### src/rtl/core_ctrl_pkg.sv
// Shared control definitions for the multi-cycle core: sequencer states and
// decoder mux encodings.
package core_ctrl_pkg;

  typedef enum logic [2:0] {
    FETCH,
    DECODE,
    EXEC,
    MEM,
    WB,
    FAULT
  } state_t;

  localparam logic [1:0] GP_MUX_MEM = 2'b01;
  localparam logic [1:0] PC_SEQ     = 2'b00;
  localparam logic [1:0] PC_BR      = 2'b01;
  localparam logic [1:0] PC_JMP     = 2'b10;

  // Loads (memory data written back) and stores both need a data-memory access.
  function automatic logic is_mem_op(logic dm_we, logic gp_we, logic [1:0] gp_mux_sel);
    return dm_we | (gp_we & (gp_mux_sel == GP_MUX_MEM));
  endfunction

endpackage

### src/rtl/mc_wait_timer.sv
// Counts consecutive un-acked request cycles; flags the cycle in which the
// WAIT_MAX-th un-acked cycle occurs.
module mc_wait_timer #(
  parameter int unsigned WAIT_MAX = 15
) (
  input  logic clk,
  input  logic rst,
  input  logic clear,
  input  logic count,
  output logic expired
);

  localparam int unsigned W = (WAIT_MAX < 2) ? 1 : $clog2(WAIT_MAX + 1);
  localparam logic [W-1:0] LAST = W'(WAIT_MAX - 1);

  logic [W-1:0] cnt_q;

  always_ff @(posedge clk or posedge rst) begin
    if (rst) begin
      cnt_q <= '0;
    end else if (clear) begin
      cnt_q <= '0;
    end else if (count) begin
      cnt_q <= cnt_q + W'(1);
    end
  end

  assign expired = count & ~clear & (cnt_q == LAST);

endmodule

### src/rtl/mc_sequencer.sv
// Multi-cycle control FSM: fetch handshake, IR, data-memory handshake, gated
// write/PC strobes, retired-instruction counter and memory-wait watchdog.
module mc_sequencer
  import core_ctrl_pkg::*;
#(
  parameter int unsigned CNT_W    = 32,
  parameter int unsigned WAIT_MAX = 15
) (
  input  logic             clk,
  input  logic             rst,
  output logic             imem_req,
  input  logic             imem_ack,
  input  logic [31:0]      imem_rdata,
  output logic [31:0]      ir,
  input  logic             dec_gp_we,
  input  logic             dec_dm_we,
  input  logic [1:0]       dec_gp_mux_sel,
  input  logic [1:0]       dec_pc_mux_sel,
  input  logic             branch_taken,
  output logic             dm_req,
  output logic             dm_we,
  input  logic             dm_ack,
  output logic             ld_capture,
  output logic             gp_we,
  output logic             pc_we,
  output logic [1:0]       pc_mux_sel,
  output logic [CNT_W-1:0] instret,
  output logic             fault
);

  state_t           state_q, state_d;
  logic [31:0]      ir_q, ir_d;
  logic [1:0]       pc_sel_q, pc_sel_d;
  logic [CNT_W-1:0] instret_q, instret_d;

  logic waiting, acked, wd_clear, wd_count, wd_expired;

  assign waiting  = (state_q == FETCH) | (state_q == MEM);
  assign acked    = (state_q == FETCH) ? imem_ack : ((state_q == MEM) ? dm_ack : 1'b0);
  assign wd_clear = ~waiting | acked;
  assign wd_count = waiting & ~acked;

  mc_wait_timer #(
    .WAIT_MAX (WAIT_MAX)
  ) u_wait_timer (
    .clk     (clk),
    .rst     (rst),
    .clear   (wd_clear),
    .count   (wd_count),
    .expired (wd_expired)
  );

  always_ff @(posedge clk or posedge rst) begin
    if (rst) begin
      state_q   <= FETCH;
      ir_q      <= '0;
      pc_sel_q  <= PC_SEQ;
      instret_q <= '0;
    end else begin
      state_q   <= state_d;
      ir_q      <= ir_d;
      pc_sel_q  <= pc_sel_d;
      instret_q <= instret_d;
    end
  end

  always_comb begin
    state_d   = state_q;
    ir_d      = ir_q;
    pc_sel_d  = pc_sel_q;
    instret_d = instret_q;
    unique case (state_q)
      FETCH: begin
        if (imem_ack) begin
          ir_d    = imem_rdata;
          state_d = DECODE;
        end else if (wd_expired) begin
          state_d = FAULT;
        end
      end
      DECODE: state_d = EXEC;
      EXEC: begin
        // An untaken branch falls through to the sequential PC.
        if (dec_pc_mux_sel == PC_BR) begin
          pc_sel_d = branch_taken ? PC_BR : PC_SEQ;
        end else begin
          pc_sel_d = dec_pc_mux_sel;
        end
        state_d = is_mem_op(dec_dm_we, dec_gp_we, dec_gp_mux_sel) ? MEM : WB;
      end
      MEM: begin
        if (dm_ack) begin
          state_d = WB;
        end else if (wd_expired) begin
          state_d = FAULT;
        end
      end
      WB: begin
        instret_d = instret_q + CNT_W'(1);
        state_d   = FETCH;
      end
      FAULT: state_d = FAULT;
      default: state_d = FAULT;
    endcase
  end

  always_comb begin
    imem_req   = 1'b0;
    dm_req     = 1'b0;
    dm_we      = 1'b0;
    ld_capture = 1'b0;
    gp_we      = 1'b0;
    pc_we      = 1'b0;
    pc_mux_sel = PC_SEQ;
    unique case (state_q)
      // Reset leaves the state at FETCH, so hold the request off until rst drops.
      FETCH: imem_req = ~rst;
      MEM: begin
        dm_req     = 1'b1;
        dm_we      = dec_dm_we;
        ld_capture = dm_ack & ~dec_dm_we;
      end
      WB: begin
        gp_we      = dec_gp_we;
        pc_we      = 1'b1;
        pc_mux_sel = pc_sel_q;
      end
      default: ;
    endcase
  end

  assign ir      = ir_q;
  assign instret = instret_q;
  assign fault   = (state_q == FAULT);

endmodule
### config.mk
export PLATFORM = sky130hd
export DESIGN_NAME = mc_sequencer
export DESIGN_NICKNAME = d
export VERILOG_FILES = /design/src/rtl/core_ctrl_pkg.sv /design/src/rtl/mc_wait_timer.sv /design/src/rtl/mc_sequencer.sv
export SDC_FILE = /design/constraint.sdc
export NUM_CORES = 1
export LEC_CHECK = 0
export CORE_ASPECT_RATIO = 0.9
export CORE_MARGIN = 1
export CORE_UTILIZATION = 48
export DETAILED_ROUTE_END_ITERATION = 10
export HOLD_SLACK_MARGIN = 0.12
export MAX_ROUTING_LAYER = met4
export PLACE_DENSITY = 0.95
export SYNTH_ARGS = -nofsm -noshare
export SYNTH_HDL_FRONTEND = slang
export SYNTH_SLANG_ARGS = --single-unit
### constraint.sdc
create_clock -name clk -period 5.23 [get_ports clk]
set_clock_uncertainty 0.15 [all_clocks]
set_input_delay 0.523 -clock clk [delete_from_list [all_inputs] [get_ports clk]]
set_output_delay 0.523 -clock clk [all_outputs]
set_load 0.005 [all_outputs]
Word level (Yosys, flattened, before mapping)
Index checks and enable logic that the tools add are counted.
{"block": "word_totals", "memories": 0, "mem_bits_rw": 0, "latch_bits": 0, "inputBits": 43, "output_inout_bits": 73, "mem_bits_ro": 0, "elab_cells": 49, "reg_bits": 73}
{"block": "op_classes", "n_lt_le_gt_ge": 0, "div_mod_pow": 0, "reduce_logical": 3, "addsub": 2, "bitwise_logic": 13, "n_eq_ne": 8, "n_mux": 18, "multipliers": 0, "n_shift": 0}
{"cell": "$add A32 B1 Y32 const B", "count": 1}
{"cell": "$pmux W3 S5", "count": 1}
{"cell": "$mux W3", "count": 4}
{"cell": "$mux W1", "count": 9}
{"cell": "$mux W4", "count": 2}
{"cell": "$eq A3 B2 Y1 const B", "count": 2}
{"cell": "$eq A3 B3 Y1 const B", "count": 2}
{"cell": "$and A1 B1 Y1", "count": 5}
{"cell": "$not A1 Y1", "count": 5}
{"cell": "$add A4 B1 Y4 const B", "count": 1}
{"cell": "$eq A2 B1 Y1 const B", "count": 2}
{"cell": "$eq A4 B4 Y1 const B", "count": 1}
{"cell": "$mux W2", "count": 2}
{"cell": "$eq A3 B1 Y1 const B", "count": 1}
{"cell": "$logic_not A3 Y1", "count": 1}
{"cell": "$or A1 B1 Y1", "count": 3}
{"cell": "$reduce_and A2 Y1", "count": 1}
{"cell": "$reduce_bool A2 Y1", "count": 1}

Longest topological paths before layout
{"block": "depth", "depth_word": 10, "mapped_depth": 6}

Hierarchy
Synthesis repeated with hierarchy kept, for this count alone.
{"block": "unflattened", "hier_cells": 268, "area_unflattened_um2": 3286.9}
{"module": "mc_sequencer", "seq_area_each_um2": 1726.7, "area_per_inst_um2": 3049.2, "cells_per_inst": 245, "instances": 1}
{"module": "mc_wait_timer", "seq_area_each_um2": 100.1, "area_per_inst_um2": 237.7, "cells_per_inst": 23, "instances": 1}

Worst setup path after synthesis
Ideal clock, no wire load.
{"block": "synth_path", "path_type": "reg-to-reg", "startpoint": "reg state_q[2]", "endpoint": "reg ir_q[10] (netlist: ir[10])", "arrival_ns": 1.455, "setup_slack_ns": 3.500, "stages_incl_launch_ff": 6, "period_less_slack_ns": 1.730, "required_ns": 4.955, "cell_sequence": "dfrtp_1 -> nor3_1 -> and2_1 -> clkbuf_1 -> buf_2 -> mux2_2"}
{"block": "synth_via", "elab_chain_len": 2}
{"element": "start, declared", "line_no": "mc_sequencer.sv:31", "text": "state_t state_q, state_d;"}
{"element": "start signal, assigned", "line_no": "mc_sequencer.sv:60", "text": "state_q <= state_d;"}
{"element": "$logic_not A3 Y1", "line_no": "mc_sequencer.sv:72", "text": "unique case (state_q)"}
{"element": "$reduce_and A2 Y1 (no source line)"}
{"element": "end signal, assigned", "line_no": "mc_sequencer.sv:61", "text": "ir_q <= ir_d;"}
{"element": "end, declared", "line_no": "mc_sequencer.sv:32", "text": "logic [31:0] ir_q, ir_d;"}
No other way between the ends.
A chain may end at the register's enable or synchronous reset.

Worst setup path after layout
{"block": "layout_path", "startpoint": "reg state_q[1]", "endpoint": "out pc_we"}
{"block": "layout_via", "elab_chain_len": 2}
{"element": "$eq A3 B3 Y1", "line_no": "mc_sequencer.sv:115", "text": "unique case (state_q)"}
{"element": "$mux W1", "line_no": "mc_sequencer.sv:115"}
{"element": "end, declared", "line_no": "mc_sequencer.sv:25", "text": "output logic pc_we,"}
No other way between the ends.

==> summary.md <==
| Metric | Value |
|---|---|
| Status | finished clean |
| Wire length of the first global-routing pass | between 10000 and 15000 um |
| Vias in the first global route | around 2400 |
| Largest stage delay, worst path | 530 ps |
| Slowest cell on the critical path | sky130_fd_sc_hd__dfrtp_1 |
| Dominant cell by count in the synthesized netlist | sky130_fd_sc_hd__dfrtp_1 |
| Quantity of hold-fixing buffers added after cts | 0 |
| Buf/Inv on CP | 2 |
| Worst reg2reg path startpoint | state_q[2]$_DFF_PP0_ |
| Signed area change from the synthesized netlist to the final layout | 46.1% |
| Pin count of the biggest net entering global routing | 45 |
| Share of flip-flops with an asynchronous set or reset | 100% |
| Sw Ratio | between 20 and 30% |
| WP data arrival | around 1900 ps |
| Worst Path Class, Setup | flop to output port |
| Worst min path class | flop to flop |
| Total inserted antenna cells | 0 |
| Areal power density over the cells | 447 nW/um2 |
| Period Utilization, post-route | 49.6% |
| Cell count after synthesis | between 200 and 300 |
| Filler instances | ~440 |
| Antenna violations before repair | 0 |
| Clock tree sinks | 73 |
| Nets@finish | between 400 and 500 |
| Worst slack at placement | 2800 ps |
| Number of library cell types mapped by synthesis | 34 |
| Clock transition at the register clock pins on the worst setup and hold paths after CTS | about 70 ps |
| Tightest Pin Transition | between 600 and 700 ps |
| Final-report max-slew violation count | 0 |
| Deepest clock path buffer count | 2 |
| Routed length per instance | approximately 15 um |
| Switching power | about 0.6 mW |
| Kind of start point of the critical path | flop |
| Pre-Repair DR Iteration Count | 4 |
| Post-synthesis area per instance | 12.7 um2 |
| Global placement routability congestion | 0.850 |
| Starting DRC count in detailed routing | around 110 |
| Die width | 88.1 um |
| Required arrival time at the worst endpoint | around 4600 ps |
| VDD IR max | approximately 0.27 mV |
| Max-Slew Margin vs Limit | between 50% and 60% |
| Worst hold path startpoint | instret[29]$_DFFE_PP0P_ |
| Depth of the CTS H-tree | 3 |
| I/O pin count | around 120 |
| Layout cells sized above 1 | ~16% |
| Fraction of power consumed by the clock network | 23.4% |
| I/O Buffers | around 120 |
| Start point of the critical path | state_q[1]$_DFF_PP0_ |
| Cell types with the highest counts after synthesis | sky130_fd_sc_hd__dfrtp_1 (73), sky130_fd_sc_hd__mux2_2 (32), sky130_fd_sc_hd__xnor2_1 (27) |
| Resize count post-CTS | 0 |
| Register bit total from synthesis | 73 |
| Logic gate share of total power | about a third |
| Die height | 79.5 um |
| Sequential cell fraction of total power | 41.8% |
| Setup repair after global routing missed its margin | no |
| Setup_tns | 0 ps |
| Vias post-DR | 2392 |
| Area of the die | between 6000 and 7000 um2 |
| Crit path max fanout | 15 |
| Post-detailed-route count of antenna-violating nets | 0 |
| Standby leakage power | 1.98 nW |
| Net Count, Synth | 298 |
| Cell type with the highest aggregate area in the netlist | sky130_fd_sc_hd__dfrtp_1 |
| Setup slack after layout | around 2600 ps |
| Worst-skew pair later-pin latency | 330 ps |
| Global route total overflow | 0 |
| TritonCTS clock tree | done |
| Final hold violation count | 0 |
| Placed wire-length estimate | ~5300 um |
| Via-per-instance ratio | roughly 5.1 |
| Combined area of all synthesized cells | approximately 3200 um2 |
| Sequential share of the synthesized area | a little under three fifths |
| Count of buffers added by post-CTS timing repair for setup | 0 |
| Library cell used as clock root buffer | sky130_fd_sc_hd__clkbuf_8 |
| Leading cell types by total area after synthesis | sky130_fd_sc_hd__dfrtp_1 (57%), sky130_fd_sc_hd__mux2_2 (11%), sky130_fd_sc_hd__xnor2_1 (7.4%) |
| Critical Path Sink Type | output port |
| EDFF count, synth | 0 |
| Power Internal | ~1.5 mW |
| Family with the most delay on the worst path | buffers and inverters |
| Most common flop cell mapped by yosys | sky130_fd_sc_hd__dfrtp_1 |
| Area inside the core boundary | approximately 6300 um2 |
| Row cnt | 27 |
| Detailed-route wire length | 7190 um |
| Number of setup violations in the final report | 0 |
| Fraction of synthesized cell area taken by the top area cell type | around 57% |
| DRC violations left | 0 |
| Flop-to-flop setup slack | 3100 ps |
| # Max-Cap Violations | 0 |
| CTS buffer count | 9 |
| Effective utilization at floorplan | between 50 and 60% |
| Final critical-path required period | 2590 ps |
| Yosys warning total | 0 |
| Overall track demand over capacity in global routing | between 20% and 30% |
| Upper clock frequency limit | between 0.3 and 0.4 GHz |
| Crit path cell chain | nor2_1, nand2_1, inv_1, clkdlybuf4s50_1 |
## worst paths after layout
kind	end	cells past startpoint
hold / removal	instret[29]$_DFFE_PP0P_	1
min in group asynchronous	ir[19]$_DFFE_PP0P_	2
hold reg to reg	instret[29]$_DFFE_PP0P_	1
setup reg to reg	instret[28]$_DFFE_PP0P_	4
max in group asynchronous	ir[3]$_DFFE_PP0P_	3
setup / recovery	pc_we	4
## layout make-up
class / instances / area, um2 / share of cell area (%)
timing repair buffer: 117 / 1170 / 25.0
tap: 87 / 109 / 2.33
inverter: 4 / 15.0 / 0.321
multi-input combinational: 168 / 1330 / 28.4
clock buffer: 10 / 138 / 2.95
sequential: 73 / 1830 / 39.1
clock inverter: 6 / 91.3 / 1.95
## routing by layer
metal	track usage, %	wire, um	vias up
met5	-	0	-
met4	8.23	75	0
li1	-	-	1135
met2	37.8	3630	83
met3	3.72	347	8
met1	27.8	3140	1166
## stage by stage
step | area (um2) | cells | hold WS [ps] | utilization, % | power (mW)
2_1_floorplan | 3200 | 252 | 291 | - | 1.19
3_3_place_gp | 4440 | 449 | 305 | 70.7 | 1.58
3_5_place_dp | 4440 | 449 | 324 | 70.7 | 1.62
4_1_cts | 4670 | 465 | 342 | 74.4 | 2.11
5_1_grt | 4670 | 465 | 370 | 74.4 | 2.21
6_report | 4670 | 465 | 342 | 74.4 | 2.09
## logic make-up after synthesis
group	synth area share, %
AO/OA/AOI/OAI	2.07
XOR/XNOR	9.03
adder cells (fa/ha/maj)	1.17
buffers and inverters	1.41
flip-flops	57.1
multiplexers	12.0
AND/OR/NAND/NOR	17.2
## layout by cell type (no fill, tap or decap), drive strengths merged, types with 2 or more instances in the layout
cell type and count:
clkdlybuf4s50 115, dfrtp 73, mux2 34, xnor2 27
nand3 19, and3 12, nand4 12, nor2 11
nand2 10, clkbuf 10, xor2 6, o21ai 6
and4 4, nor3 4, inv 4, nor4 4
and2 3, ha 3, clkinvlp 3, nor2b 2
o21bai 2, bufinv 2, buf 2
## sequential cells by signal (all words and copies together), names as in the netlist
register and flops:
pc_sel_q 2, state_q 3, u_wait_timer.cnt_q 4, instret 32
ir 32
## power groups by stage
| stage | clock [mW] | combinational, mW | sequential [mW] |
|---|---|---|---|
| floorplan | 0 | 0.331 | 0.857 |
| global placement | 0 | 0.711 | 0.865 |
| detailed placement | 0 | 0.734 | 0.882 |
| CTS | 0.500 | 0.739 | 0.874 |
| global route | 0.524 | 0.792 | 0.896 |
| finish | 0.488 | 0.728 | 0.873 |
## worst register-to-register path, delay by kind of cell, from the launching register on
kind / cells / cell delay [ps]
and+or+nand+nor: 3 / 1030
DFF: 1 / 660
xor gates and xnor gates: 1 / 170
No activity file was read; power rests on OpenSTA's default activity.
